`config.mk`:
```
export PLATFORM = sky130hd
export DESIGN_NAME = axis_input_skid
export DESIGN_NICKNAME = d
export VERILOG_FILES = /design/src/rtl/axis_input_skid_pkg.sv /design/src/rtl/axis_input_skid_core.sv /design/src/rtl/axis_input_skid.sv
export SDC_FILE = /design/constraint.sdc
export NUM_CORES = 1
export LEC_CHECK = 0
export BUFFER_PORTS_ARGS = -buffer_cell sky130_fd_sc_hd__buf_2
export CAP_MARGIN = 20
export CORE_UTILIZATION = 55
export CTS_CLUSTER_DIAMETER = 50
export DETAILED_ROUTE_END_ITERATION = 12
export GPL_TIMING_DRIVEN = 0
export PLACE_DENSITY = 0.85
export SYNTH_ARGS = -nofsm -noshare
export SYNTH_HDL_FRONTEND = slang
export SYNTH_HIERARCHICAL = 1
export SYNTH_SLANG_ARGS = --single-unit
```
`constraint.sdc`:
```
create_clock -name aclk -period 5.8 [get_ports aclk]
set_input_delay 0.87 -clock aclk [delete_from_list [all_inputs] [get_ports aclk]]
set_output_delay 0.87 -clock aclk [all_outputs]
set_load 0.02 [all_outputs]
```
`src/rtl/axis_input_skid_pkg.sv`:
```
// rtl/axis_input_skid_pkg.sv - shared beat geometry, tuser layout and skid constants
package axis_input_skid_pkg;

    localparam int ROWS                 = 4;
    localparam int COLS                 = 4;
    localparam int WORD_WIDTH           = 8;
    localparam int INPUT_SKID_CNT_WIDTH = 32;

    // Per-beat control qualifiers; only meaningful while the beat is valid.
    typedef struct packed {
        logic is_config;
        logic is_top_block;
        logic is_bot_block;
        logic is_cin_last;
        logic is_sum_start;
        logic is_w_last;
    } tuser_st;

    // Skid occupancy encoded as {skid_valid, main_valid}.
    localparam logic [1:0] SKID_EMPTY = 2'b00;
    localparam logic [1:0] SKID_FULL1 = 2'b01;
    localparam logic [1:0] SKID_FULL2 = 2'b11;

endpackage

```
`src/rtl/axis_input_skid_core.sv`:
```
// rtl/axis_input_skid_core.sv - generic two-entry registered skid buffer
module axis_skid_core
    import axis_input_skid_pkg::*;
#(
    parameter int W = 8
) (
    input  logic         clk_i,
    input  logic         rst_ni,
    input  logic         s_tvalid_i,
    output logic         s_tready_o,
    input  logic [W-1:0] s_tdata_i,
    output logic         m_tvalid_o,
    input  logic         m_tready_i,
    output logic [W-1:0] m_tdata_o
);

    logic         main_valid_q, main_valid_d;
    logic         skid_valid_q, skid_valid_d;
    logic         ready_q;
    logic [W-1:0] main_data_q;
    logic [W-1:0] skid_data_q;
    logic         load_main;
    logic         load_skid;
    logic         skid_to_main;
    logic         s_hs;
    logic         m_hs;

    assign s_hs       = s_tvalid_i & ready_q;
    assign m_hs       = main_valid_q & m_tready_i;
    assign s_tready_o = ready_q;
    assign m_tvalid_o = main_valid_q;
    assign m_tdata_o  = main_data_q;

    // Next occupancy and data-move strobes from the current occupancy and both handshakes.
    always_comb begin
        main_valid_d = main_valid_q;
        skid_valid_d = skid_valid_q;
        load_main    = 1'b0;
        load_skid    = 1'b0;
        skid_to_main = 1'b0;
        unique case ({skid_valid_q, main_valid_q})
            SKID_EMPTY: begin
                if (s_hs) begin
                    main_valid_d = 1'b1;
                    load_main    = 1'b1;
                end
            end
            SKID_FULL1: begin
                if (s_hs && m_hs) begin
                    load_main = 1'b1;
                end else if (s_hs) begin
                    skid_valid_d = 1'b1;
                    load_skid    = 1'b1;
                end else if (m_hs) begin
                    main_valid_d = 1'b0;
                end
            end
            SKID_FULL2: begin
                // ready is low here, so only the downstream side can move.
                if (m_hs) begin
                    skid_valid_d = 1'b0;
                    skid_to_main = 1'b1;
                end
            end
            default: begin
                // Skid without main is unreachable; recover to empty.
                main_valid_d = 1'b0;
                skid_valid_d = 1'b0;
            end
        endcase
    end

    // Occupancy and the registered ready; ready tracks the next skid state so it never sees m_tready combinationally.
    always_ff @(posedge clk_i or negedge rst_ni) begin
        if (!rst_ni) begin
            main_valid_q <= 1'b0;
            skid_valid_q <= 1'b0;
            ready_q      <= 1'b0;
        end else begin
            main_valid_q <= main_valid_d;
            skid_valid_q <= skid_valid_d;
            ready_q      <= ~skid_valid_d;
        end
    end

    // Beat payload registers; contents are qualified by the valid bits so they need no reset.
    always_ff @(posedge clk_i) begin
        if (load_main) begin
            main_data_q <= s_tdata_i;
        end else if (skid_to_main) begin
            main_data_q <= skid_data_q;
        end
        if (load_skid) begin
            skid_data_q <= s_tdata_i;
        end
    end

endmodule

```
`src/rtl/axis_input_skid.sv`:
```
// rtl/axis_input_skid.sv - input register slice with debug counters and stability checker
module axis_input_skid
    import axis_input_skid_pkg::*;
#(
    parameter int ROWS       = axis_input_skid_pkg::ROWS,
    parameter int COLS       = axis_input_skid_pkg::COLS,
    parameter int WORD_WIDTH = axis_input_skid_pkg::WORD_WIDTH,
    parameter int CNT_WIDTH  = INPUT_SKID_CNT_WIDTH
) (
    input  logic                       aclk,
    input  logic                       aresetn,
    output logic                       s_axis_tready,
    input  logic                       s_axis_tvalid,
    input  logic                       s_axis_tlast,
    input  tuser_st                    s_axis_tuser,
    input  logic [WORD_WIDTH*ROWS-1:0] s_axis_pixels_tdata,
    input  logic [WORD_WIDTH*COLS-1:0] s_axis_weights_tdata,
    input  logic                       m_axis_tready,
    output logic                       m_axis_tvalid,
    output logic                       m_axis_tlast,
    output tuser_st                    m_axis_tuser,
    output logic [WORD_WIDTH*ROWS-1:0] m_axis_pixels_tdata,
    output logic [WORD_WIDTH*COLS-1:0] m_axis_weights_tdata,
    input  logic                       cnt_clear,
    output logic [CNT_WIDTH-1:0]       beat_count,
    output logic [CNT_WIDTH-1:0]       pkt_count,
    output logic                       err_unstable
);

    localparam int PW  = WORD_WIDTH * ROWS;
    localparam int WW  = WORD_WIDTH * COLS;
    localparam int TUW = $bits(tuser_st);
    localparam int BW  = 1 + TUW + WW + PW;

    logic [BW-1:0]        s_beat;
    logic [BW-1:0]        m_beat;
    logic [BW-1:0]        prev_beat_q;
    logic                 prev_stall_q;
    logic                 stall_now;
    logic                 violation;
    logic                 m_hs;
    logic [CNT_WIDTH-1:0] beat_count_q, beat_count_d;
    logic [CNT_WIDTH-1:0] pkt_count_q, pkt_count_d;
    logic                 err_q, err_d;

    assign s_beat = {s_axis_tlast, s_axis_tuser, s_axis_weights_tdata, s_axis_pixels_tdata};
    assign {m_axis_tlast, m_axis_tuser, m_axis_weights_tdata, m_axis_pixels_tdata} = m_beat;

    axis_skid_core #(
        .W (BW)
    ) u_core (
        .clk_i      (aclk),
        .rst_ni     (aresetn),
        .s_tvalid_i (s_axis_tvalid),
        .s_tready_o (s_axis_tready),
        .s_tdata_i  (s_beat),
        .m_tvalid_o (m_axis_tvalid),
        .m_tready_i (m_axis_tready),
        .m_tdata_o  (m_beat)
    );

    assign m_hs      = m_axis_tvalid & m_axis_tready;
    assign stall_now = s_axis_tvalid & ~s_axis_tready;
    // A stalled beat must reappear next cycle, still valid and bit-identical.
    assign violation = prev_stall_q & (~s_axis_tvalid | (s_beat != prev_beat_q));

    // Counter and sticky-error next state; clear beats increment.
    always_comb begin
        beat_count_d = beat_count_q;
        pkt_count_d  = pkt_count_q;
        err_d        = err_q;
        if (cnt_clear) begin
            beat_count_d = '0;
            pkt_count_d  = '0;
            err_d        = 1'b0;
        end else begin
            if (m_hs) begin
                beat_count_d = beat_count_q + CNT_WIDTH'(1);
                if (m_axis_tlast) begin
                    pkt_count_d = pkt_count_q + CNT_WIDTH'(1);
                end
            end
            if (violation) begin
                err_d = 1'b1;
            end
        end
    end

    // Counters, error flag and the stall marker used by the stability check.
    always_ff @(posedge aclk or negedge aresetn) begin
        if (!aresetn) begin
            beat_count_q <= '0;
            pkt_count_q  <= '0;
            err_q        <= 1'b0;
            prev_stall_q <= 1'b0;
        end else begin
            beat_count_q <= beat_count_d;
            pkt_count_q  <= pkt_count_d;
            err_q        <= err_d;
            prev_stall_q <= stall_now;
        end
    end

    // Snapshot of the offered beat, compared only when the previous cycle stalled.
    always_ff @(posedge aclk) begin
        prev_beat_q <= s_beat;
    end

    assign beat_count   = beat_count_q;
    assign pkt_count    = pkt_count_q;
    assign err_unstable = err_q;

endmodule

```
After elaboration in Yosys (flattened, before gate mapping)

Index checks and enable logic that the tools add are counted.

Logic and storage cells: 61
Register bits after elaboration: 282
Input bits: 76
Output and inout port bits: 138

$add $sub $neg: 2
Eq/ne operators: 7
Reductions and logical operators: 8
Bitwise operators: 9
Muxes and demuxes: 25

Operators with widths:

| kind                                                   | number |
|---|---|
| 2-to-1 mux 32 bit                                      | 5 |
| 2-to-1 mux 71 bit                                      | 2 |
| inequality test 71 bit                                 | 1 |
| adder 32 x 1 -> 32 bit (second input constant)         | 2 |
| 2-to-1 mux 1 bit                                       | 15 |
| nonzero test 2 bit                                     | 4 |
| one-hot mux 1 bit (3 select lines)                     | 2 |
| AND reduction 5 bit                                    | 1 |
| bitwise AND 1 bit                                      | 4 |
| inequality test 2 x 1 -> 1 bit (second input constant) | 2 |
| inequality test 2 bit (second input constant)          | 2 |
| NOT 1 bit                                              | 4 |
| equality test 2 x 1 -> 1 bit (second input constant)   | 1 |
| equality test 2 bit (second input constant)            | 1 |
| logical NOT 2 bit                                      | 1 |
| one-hot mux 1 bit (2 select lines)                     | 1 |
| AND reduction 2 bit                                    | 1 |
| logical AND 1 bit                                      | 1 |
| OR 1 bit                                               | 1 |

Longest topological paths before layout

Gate-level depths: netlist of the first run.

Depth in word-level cells: 5
Mapped depth: 7
Depth with buffers taken out: 6

By module

Netlist of the first run, hierarchy kept.

Modules (own cells, without submodules):

| module          | area each (µm²) | cells each | sequential area each (µm²) | times used |
|---|---|---|---|---|
| axis_input_skid | 5,610.4         | 541        | 3,072.9                    | 1 |
| axis_skid_core  | 5,290.1         | 234        | 4,339.2                    | 1 |

Worst setup path before layout of the first run

Ideal clock, no wire load.

Path kind: input port to flip-flop
Start: in m_axis_tready
End: reg u_core.skid_data_q[0], enable pin
Path buffers: 0
Data arrival time: 4.074 ns
Setup slack: 1.226 ns
Stages on the path: 3
Cells stage by stage: inv_1 -> nand2_1 -> nor2_1

Cells in the longest elaborated chain, start to end: 4

Ends and longest elaborated chain:

| what                       | line                       | source |
|---|---|---|
| start: declaration         | axis_input_skid.sv:18      | `input logic m_axis_tready,` |
| bitwise AND 1 bit          | axis_input_skid_core.sv:29 | `assign m_hs = main_valid_q & m_tready_i;` |
| logical AND 1 bit          | axis_input_skid_core.sv:49 | `if (s_hs && m_hs) begin` |
| 2-to-1 mux 1 bit           | axis_input_skid_core.sv:49 |  |
| 2-to-1 mux 1 bit           | axis_input_skid_core.sv:41 | `unique case ({skid_valid_q, main_valid_q})` |
| named net u_core.load_skid | axis_input_skid_core.sv:23 | `logic load_skid;` |
| end signal: assignment     | axis_input_skid_core.sv:94 | `skid_data_q <= s_tdata_i;` |
| end: declaration           | axis_input_skid_core.sv:21 | `logic [W-1:0] skid_data_q;` |

The timed path passes the listed nets, and every way through them passes these cells.
A chain may end at the register's enable or synchronous reset.

Final worst setup path of the first run

Start: in m_axis_tready
End: reg u_core.main_data_q[46] (netlist: u_core/m_tdata_o[46]), enable pin

Cells in the longest elaborated chain, start to end: 5
Elaborated cells on any way between the ends: 7
Those cells by class: 4 x mux; 1 x bitwise; 2 x reduce/logical

Ends and longest elaborated chain:

| what                                    | line                       | source |
|---|---|---|
| bitwise AND 1 bit (*)                   | axis_input_skid_core.sv:29 |  |
| logical AND 1 bit                       | axis_input_skid_core.sv:49 |  |
| 2-to-1 mux 1 bit                        | axis_input_skid_core.sv:49 |  |
| one-hot mux 1 bit (2 select lines)      | axis_input_skid_core.sv:41 |  |
| nonzero test 2 bit (no source line) (*) | -                          |  |
| end signal: assignment                  | axis_input_skid_core.sv:89 | `main_data_q <= s_tdata_i;` |
| end signal: assignment                  | axis_input_skid_core.sv:91 | `main_data_q <= skid_data_q;` |
| end: declaration                        | axis_input_skid_core.sv:20 | `logic [W-1:0] main_data_q;` |

Mark *: on every way between the ends. The rest lies on a longest branch, timed or not.

==> out/summary.txt, run 1 <==
Status: completed
Die Y: 143 um
GP Congestion: 0.855
FF+latch count, synth: 282
Worst-path clk slew: 60 ps
Post-route minimum period: 2380 ps
H-Tree Level Count: 1
Worst-Margin Slew: 875 ps
Global Route Usage Sum: 0.240
P_leak: 5.41 nW
Fin Clk Skew: 20.2 ps
DP Area: 12400 um2
Peak supply drop: 332 uV
Worst EP arrival: 2600 ps
Syn Area/Cell: 14.1 um2
Design area: 13300 um2
Synth Area in Simple Gates: 0.121
Routed Antenna Nets: 0
Worst path buffer plus inverter count: 4
Pre-CTS setup slack: 2860 ps
Rows: 51
Placed Cells: 1256
Number of flops mapped to enable cells by yosys: 142
Synth async-reset ratio: 0.245
WS Path Type: in -> reg
Initial core utilization: 0.560
MaxCap Viol Count: 0
Max-slew violation count: 0
RSZ-0062 raised after global routing: no
Resize count post-CTS: 0
Register area: 7410 um2
Clock Tree Buf Depth: 3
# fillers: 1359
Vias: 7032
Ys flop type: edfxtp_1
Slew Limit Headroom: 0.417
DRT Pass-1 Iters: 5
Post-Route Setup TNS: 0 ps
Final setup viols: 0
Share of cells above drive strength 1: 0.333
Final Util: 0.681
Slowest-stage cell, CP: a31o_4
PD cells: 336 nW/um2
Clk Tree Root Cell: clkbuf_16
Max frequency: 420 MHz
DRT Wirelength: 24100 um
Final hold vios: 0
Mux cell area share after synthesis: 0.0762
Cts bufs inserted: 29
Post-CTS setup buffers: 0
Die width: 143 um
Avg Vias per Cell: 5.36
Cts hold-fix bufs: 0
Area of the multi-input gates: 3300 um2
Synth cell types: 45
Initial antenna violation count: 3
Final-stage net count: 1100
Die area: 20400 um2
CP cell instances: buf_2, inv_1, a21oi_4, buf_6, a31o_4, buf_12
Synth Warn #: 6
DR WL/cell: 18.4 um
Number of global-route vias before repair: 7044
Clock tree from TritonCTS: built
CP top delay family: compound AO/OA/AOI/OAI gates
Layout Cells excl Fill: 1313
PortBufs: 213
Post-route DRC violation count: 0
Largest net degree at the start of global routing: 70
Setup crit end kind: flop
Startpoint Class: input port
Post-Syn Nets: 853
Synth Instances: 775
HP Class: in -> async
Io pins: 214
First-pass GRT wire length: 37300 um
Clock Latency Late Sink: 540 ps
CTS Sinks: 282
Post-synthesis sequential area ratio: 0.680
Synth Area in Adders: 0.00230
Core region area: 19500 um2
Crit-path max FO: 40
Total gr overflow: 0
Xor/xnor cell area share of the yosys netlist: 0.0723
DR iter-0 viols: 448
DP Wirelength: 16300 um
Worst Path Required: 6020 ps
Largest stage delay, worst path: 450 ps
Post-synthesis compound-gate area fraction: 0.0294
Final Worst Setup Slack: 3420 ps
Layout area overhead: 21.6%
Main combinational cell family by area after synthesis: simple AND/OR/NAND/NOR gates
Cell area after synthesis: 10900 um2
Final period utilization: 0.411
==> layer usage <==
layer	part of all wire	vias to the layer above	wire, um	global-route usage
li1	-	3297	-	-
met1	0.42	3458	10200	0.315
met2	0.48	227	11600	0.392
met3	0.068	48	1640	0.0620
met4	0.027	2	649	0.0741
met5	0.00054	-	13	0
==> worst paths after layout <==
path / startpoint / endpoint / slack, ps / depth (start not counted)
min in group aclk: s_axis_pixels_tdata[31] / prev_beat_q[31]$_DFF_P_ / 480 / 1
min reg2reg: u_core/skid_data_q[68]$_DFFE_PP_ / u_core/m_tdata_o[68]$_DFFE_PP_ / 530 / 1
min: aresetn / pkt_count[31]$_DFFE_PN0P_ / 450 / 1
max in group asynchronous: aresetn / beat_count[8]$_DFFE_PN0P_ / 4770 / 1
max: m_axis_tready / u_core/m_tdata_o[46]$_DFFE_PP_ / 3420 / 6
max reg2reg: u_core/skid_valid_q$_DFF_PN0_ / u_core/m_tdata_o[46]$_DFFE_PP_ / 3430 / 5
==> registers in the layout, indices dropped and copies added (netlist names), 32 cells and up <==
register,cells
prev_beat_q,71
u_core/m_tdata_o,71
u_core/skid_data_q,71
beat_count,32
pkt_count,32
==> layout by cell type (no fill, tap or decap), drive strengths merged, types with 11 or more instances in the layout <==
cell type,netlist,layout
buf,13,229
mux2,72,72
nor2b,27,27
or3,13,13
nor3,11,11
dfxtp,71,71
nand4,22,22
clkinv,0,12
o21ai,13,13
nand2,27,27
inv,21,23
nor2,60,60
dfrtp,69,69
edfxtp,142,142
nor4,13,13
nand2b,16,16
xor2,60,60
a21oi,14,14
and4,13,13
xnor2,30,30
clkbuf,7,46
nand3,19,19
==> cells by family after synthesis <==
family                     count (synthesis)
AOI/OAI and AO/OA                         47
muxes                                     74
and+or+nand+nor                          239
DFF                                      282
adders and majority gates                  2
buffers and inverters                     41
xor gates and xnor gates                  90
==> report_power, final <==
| part | total (W) | leakage (nW) | switching, W | internal [W] |
|---|---|---|---|---|
| Combinational | 0.000470 | 2.11 | 0.000295 | 0.000175 |
| Sequential | 0.00229 | 2.87 | 0.0000436 | 0.00225 |
| Clock | 0.00169 | 0.428 | 0.000742 | 0.000949 |
| Total | 0.00445 | 5.41 | 0.00108 | 0.00337 |
==> stage by stage <==
step	power, W	hold WS [ps]
after floorplan	0.00260	501
after global placement	0.00278	507
after detailed placement	0.00280	516
after CTS	0.00449	458
after global routing	0.00461	458
final	0.00445	454
==> synthesized netlist by cell type, drive strengths merged (14+ instances only) <==
cell type / instances / share of area
a21oi: 14 / 0.0075
xnor2: 30 / 0.024
dfxtp: 71 / 0.13
nand2: 27 / 0.010
xor2: 60 / 0.048
nand4: 22 / 0.013
nor2b: 27 / 0.015
edfxtp: 142 / 0.39
dfrtp: 69 / 0.16
mux2: 72 / 0.074
inv: 21 / 0.0072
nand2b: 16 / 0.0092
nor2: 60 / 0.021
nand3: 19 / 0.0087
==> worst reg2reg max path, stage by stage (launching register included) <==
cell and delay (ps):
dfrtp_1 420, nand3b_4 210, a21oi_4 380, buf_6 260
a31o_4 450, buf_12 320
==> layout make-up <==
| cell class | count | share of cell area |
|---|---|---|
| sequential | 282 | 0.559 |
| multi-input combinational | 452 | 0.249 |
| timing repair buffer | 216 | 0.0852 |
| clock buffer | 39 | 0.0591 |
| tap | 265 | 0.0250 |
| buffer | 20 | 0.00954 |
| clock inverter | 15 | 0.00633 |
| inverter | 21 | 0.00595 |
| antenna | 3 | 0.000567 |
Note: power is estimated with default switching activity, not from simulation.
==> run 2, diff against run 1 <==
ABC_AREA = 1   (was not set)
CORE_UTILIZATION = 50   (was 55)
PLACE_DENSITY = 0.81   (was 0.85)
clock period = 2 ns   (was 5.8 ns; I/O delays follow)
==> run 2 against run 1 <==
Non-clock buffer count rose by 81. Clock skew fell by 3.8 ps. Highest routed layer is now met4. Sequential share of layout area fell by 7.6 points.
==> out/summary.txt, run 2 <==
Post-synthesis sequential area ratio: 0.623
Most frequent cells in the layout: nand2_1 (385), buf_2 (228), inv_1 (164), edfxtp_1 (142), nor2_1 (101)
Post-route minimum period: 1890 ps
Post-route DRC violation count: 0
Clock Tree Buf Depth: 3
Largest net degree at the start of global routing: 70
Internal cell power: 0.0106 W
Final hold vios: 0
Initial core utilization: 0.509
Top cells by count, synth: nand2_1 (387), inv_1 (165), edfxtp_1 (142), nor2_1 (102), nand3_1 (96)
Top cells by area, synth: edfxtp_1 (36%), dfrtp_1 (15%), nand2_1 (12%)
Seq pwr share: 0.464
Core region area: 23400 um2
RSZ-0062 raised after global routing: no
Final period utilization: 0.944
Synth Area in Adders: 0.00210
Design Power: 0.0144 W
DP Area: 13400 um2
Slew Limit Headroom: 0.422
Crit-path max FO: 33
CTS Sinks: 282
Status: completed
Synth Instances: 1277
Synth Warn #: 6
Commonest non-fill, non-tap cell in the layout: nand2_1
Peak supply drop: 703 uV
Clk Tree Root Cell: clkbuf_16
PortBufs: 212
Clock tree from TritonCTS: built
Most frequent cell after synthesis: nand2_1
Max-slew violation count: 0
P_leak: 7.24 nW
Cell area after synthesis: 11900 um2
Max frequency: 530 MHz
Cts bufs inserted: 35
First-pass GRT wire length: 47800 um
Final-stage net count: 1683
Die Y: 156 um
Initial antenna violation count: 2
Clock share of power: 0.412
Io pins: 214
Number of flops mapped to enable cells by yosys: 142
Design area: 15300 um2
PD cells: 939 nW/um2
P_sw: 0.00384 W
WHS: 24.4 ps
Clock Latency Late Sink: 500 ps
Setup crit end kind: flop
Vias: 9996
WS Path Type: reg -> reg
DR iter-0 viols: 696
Global Route Usage Sum: 0.251
Final Worst Setup Slack: 111 ps
DR WL/cell: 15.6 um
HP Class: in -> reg
Post-synth top area share: 0.358
Startpoint Class: flop
Total gr overflow: 0
Rows: 56
Share of cells above drive strength 1: 0.215
DRT Pass-1 Iters: 5
Mux cell area share after synthesis: 0
GP Congestion: 0.895
Worst-Margin Slew: 866 ps
Die area: 24400 um2
Xor/xnor cell area share of the yosys netlist: 0.00957
Avg Vias per Cell: 5.12
FF+latch count, synth: 282
Layout area overhead: 28.8%
DP Wirelength: 18800 um
MaxCap Viol Count: 0
Logic pwr share: 0.124
Pre-CTS setup slack: -609 ps
Post-Syn Nets: 1355
Final setup viols: 0
Routed Antenna Nets: 0
Sw Ratio: 0.267
Synth Area in Simple Gates: 0.256
Ys flop type: edfxtp_1
DRT Wirelength: 30500 um
Worst EP arrival: 2070 ps
Synth cell types: 42
Synth async-reset ratio: 0.245
Syn Area/Cell: 9.32 um2
Synth area leader: edfxtp_1
Worst-path clk slew: 60 ps
H-Tree Level Count: 2
Die width: 156 um
Main combinational cell family by area after synthesis: simple AND/OR/NAND/NOR gates
Worst Path Required: 2190 ps
Fin Clk Skew: 16.4 ps
Number of global-route vias before repair: 9919
Post-synthesis compound-gate area fraction: 0.0423
==> run 2: changes by cell type after synthesis, moves of 42 or more <==
cell     change
inv_1      +144
nand3_1     +77
mux2_2      -66
xor2_1      -58
nand2_1    +361
nor2_1      +42
==> run 2: layout make-up <==
class | instances | area [um2]
fill | 1820 | 8080
timing repair buffer | 290 | 1860
inverter | 177 | 669
sequential | 282 | 7410
antenna | 2 | 5.00
buffer | 27 | 135
tap | 319 | 399
multi-input combinational | 792 | 3750
clock inverter | 21 | 178
clock buffer | 43 | 906
==> run 2: worst max-delay path: stages (launching register included) <==
cell and delay [ps]:
dfrtp_1 430, nor2_4 290, buf_6 200, inv_4 60
nor2_4 130, buf_16 190, buf_12 240
==> run 2: repair_timing <==
action	4_1_cts	5_1_grt
setup endpoints to repair	142	54
setup buffers	3	1
endpoints found under the hold margin	142	0
pin swaps	3	2
resized for setup	2	3
hold buffers	72	0
cloned	2	0
==> run 2: stage by stage <==
step | std cells | util | setup TNS, ps
global placement | 1808 | 0.572 | -125400
floorplan | 1277 | - | -28050
global route | 1953 | 0.655 | 0
detailed placement | 1810 | 0.574 | -69120
CTS | 1950 | 0.654 | 0
finish | 1953 | 0.655 | 0
==> run 2: per-layer routing <==
layer  vias up  wire length [um]  GRT usage  part of all wire
met2       399             15200      0.442              0.50
met5         -                 0          0                 0
met4         0              1020      0.113             0.033
li1       4819                 -          -                 -
met3        83              2410     0.0590             0.079
met1      4695             11800      0.290              0.39
==> run 2: path summary, 6_finish.rpt <==
kind,slack (ps),cells past startpoint,endpoint,start
min,20,3,prev_stall_q$_DFF_PN0_,s_axis_tvalid
min reg2reg,460,1,prev_stall_q$_DFF_PN0_,u_core/s_tready_o$_DFF_PN0_
max in group asynchronous,920,2,u_core/s_tready_o$_DFF_PN0_,aresetn
min in group asynchronous,470,2,beat_count[18]$_DFFE_PN0P_,aresetn
max,110,6,u_core/skid_data_q[48]$_DFFE_PP_,u_core/skid_valid_q$_DFF_PN0_
max reg2reg,110,6,u_core/skid_data_q[48]$_DFFE_PP_,u_core/skid_valid_q$_DFF_PN0_
==> run 2: power by group through the flow <==
stage	clock network, W	logic [W]	registers [W]
finish	0.00592	0.00179	0.00668
global route	0.00625	0.00194	0.00671
floorplan	0	0.000700	0.00704
detailed placement	0	0.00160	0.00680
global placement	0	0.00154	0.00679
CTS	0.00600	0.00176	0.00668
==> run 2: logic make-up (layout without fill, tap and decap cells) <==
logic type	after synthesis	in the layout
and+or+nand+nor	679	681
AOI/OAI and AO/OA	96	96
xor gates and xnor gates	13	13
buffers and inverters	205	558
adders and majority gates	2	2
other	0	2
DFF	282	282
==> run 3, diff against run 2 <==
CTS_BUF_LIST = sky130_fd_sc_hd__clkbuf_16   (was not set)
==> run 3 against run 2 <==
Sequential power about the same. Routed wire length shrank 0.36%. Register-to-register slack is essentially flat. Non-clock buffer count unchanged. Count of clock-buffer cells in the layout down 8. Largest cell class unchanged. Largest power group unchanged.
==> out/summary.txt, run 3 (synthesis results as in run 2) <==
Status: completed
Vias: 9989
Crit-path max FO: 33
Post-route minimum period: 1890 ps
RSZ-0062 raised after global routing: no
Clock share of power: 0.410
Global Route Usage Sum: 0.251
Clock Latency Late Sink: 500 ps
Most frequent cells in the layout: nand2_1 (385), buf_2 (228), inv_1 (172), edfxtp_1 (142), nor2_1 (101)
DR WL/cell: 15.6 um
Slew Limit Headroom: 0.419
Clock Tree Buf Depth: 3
H-Tree Level Count: 2
Die area: 24400 um2
Max-slew violation count: 0
GP Congestion: 0.895
Avg Vias per Cell: 5.11
Largest net degree at the start of global routing: 70
Final Util: 0.655
Post-route DRC violation count: 0
Io pins: 214
P_leak: 7.28 nW
Clock tree from TritonCTS: built
P_sw: 0.00385 W
DP Wirelength: 18800 um
Final period utilization: 0.943
Worst-path clk slew: 60 ps
Die Y: 156 um
Final Worst Setup Slack: 113 ps
First-pass GRT wire length: 47800 um
Share of cells above drive strength 1: 0.215
Setup crit end kind: flop
Sw Ratio: 0.268
Layout area overhead: 28.8%
Clk Tree Root Cell: clkbuf_16
MaxCap Viol Count: 0
Rows: 56
Fin Clk Skew: 16.3 ps
Initial antenna violation count: 2
Die width: 156 um
Initial core utilization: 0.509
Core region area: 23400 um2
Startpoint Class: flop
Design area: 15300 um2
Seq pwr share: 0.466
Final-stage net count: 1683
PortBufs: 212
DRT Wirelength: 30400 um
Total gr overflow: 0
Logic pwr share: 0.124
HP Class: in -> reg
WS Path Type: reg -> reg
Cts bufs inserted: 35
Worst-Margin Slew: 872 ps
DR iter-0 viols: 721
Number of global-route vias before repair: 9919
Internal cell power: 0.0105 W
Pre-CTS setup slack: -609 ps
CTS Sinks: 282
Worst Path Required: 2190 ps
DRT Pass-1 Iters: 8
Routed Antenna Nets: 0
Worst EP arrival: 2070 ps
Final setup viols: 0
Peak supply drop: 705 uV
DP Area: 13400 um2
PD cells: 937 nW/um2
Commonest non-fill, non-tap cell in the layout: nand2_1
Max frequency: 530 MHz
Final hold vios: 0
[run 3: cell types whose count changed in the layout (fill, tap and decap cells not counted)]
cell	delta
clkbuf_1	-8
inv_1	+8
[run 3: metal layers]
layer,part of all wire,routed length [um],vias up,global-route usage
met5,0,0,-,0
met2,0.50,15100,419,0.442
met3,0.083,2520,80,0.0590
met1,0.39,11700,4668,0.290
li1,-,-,4822,-
met4,0.033,999,0,0.113
[run 3: power groups by stage]
stage          Clock [W]  Sequential (W)  Combinational [W]
2_1_floorplan          0         0.00704           0.000700
3_3_place_gp           0         0.00679            0.00154
3_5_place_dp           0         0.00680            0.00160
4_1_cts          0.00597         0.00668            0.00176
5_1_grt          0.00621         0.00671            0.00194
6_report         0.00589         0.00668            0.00178
[run 3: layout make-up]
cell class              instances  area [um2]
plain buffers                  27         135
clock buffers                  35         876
clock inverters                29         208
inverters                     177         669
multi-input cells             792        3750
fillers                      1820        8080
repair buffers                290        1860
diodes                          2        5.00
flip-flops and latches        282        7410
well taps                     319         399
[run 3: worst paths after layout]
path                                          startpoint  cells after the start                                to  slack (ps)
min                                        s_axis_tvalid                      3            prev_stall_q$_DFF_PN0_          30
min reg2reg                  u_core/s_tready_o$_DFF_PN0_                      1            prev_stall_q$_DFF_PN0_         460
max                        u_core/skid_valid_q$_DFF_PN0_                      6  u_core/skid_data_q[48]$_DFFE_PP_         110
max reg2reg                u_core/skid_valid_q$_DFF_PN0_                      6  u_core/skid_data_q[48]$_DFFE_PP_         110
max in group asynchronous                        aresetn                      2       u_core/s_tready_o$_DFF_PN0_         920
min in group asynchronous                        aresetn                      2        beat_count[18]$_DFFE_PN0P_         460
[run 3: worst max-delay path, cell delays in order, from the launching register on]
cell	delay, ps
dfrtp_1	430
nor2_4	290
buf_6	200
inv_4	60
nor2_4	130
buf_16	190
buf_12	230
[run 3: what timing repair did]
action / in CTS / in global routing
resized for setup: 2 / 3
gates cloned: 2 / 0
hold buffers: 72 / 0
setup buffers: 3 / 1
endpoints found under the setup margin: 142 / 51
endpoints found under the hold margin: 142 / 0
pin swaps: 3 / 2
[run 3: metrics by stage]
stage               setup TNS (ps)  cells  power, W  hold slack [ps]
floorplan                   -28050   1277   0.00774             4.41
finish                           0   1953    0.0144             26.1
detailed placement          -69120   1810   0.00839              446
global route                     0   1953    0.0149             24.9
CTS                              0   1950    0.0144             4.01
global placement           -125400   1808   0.00833              444
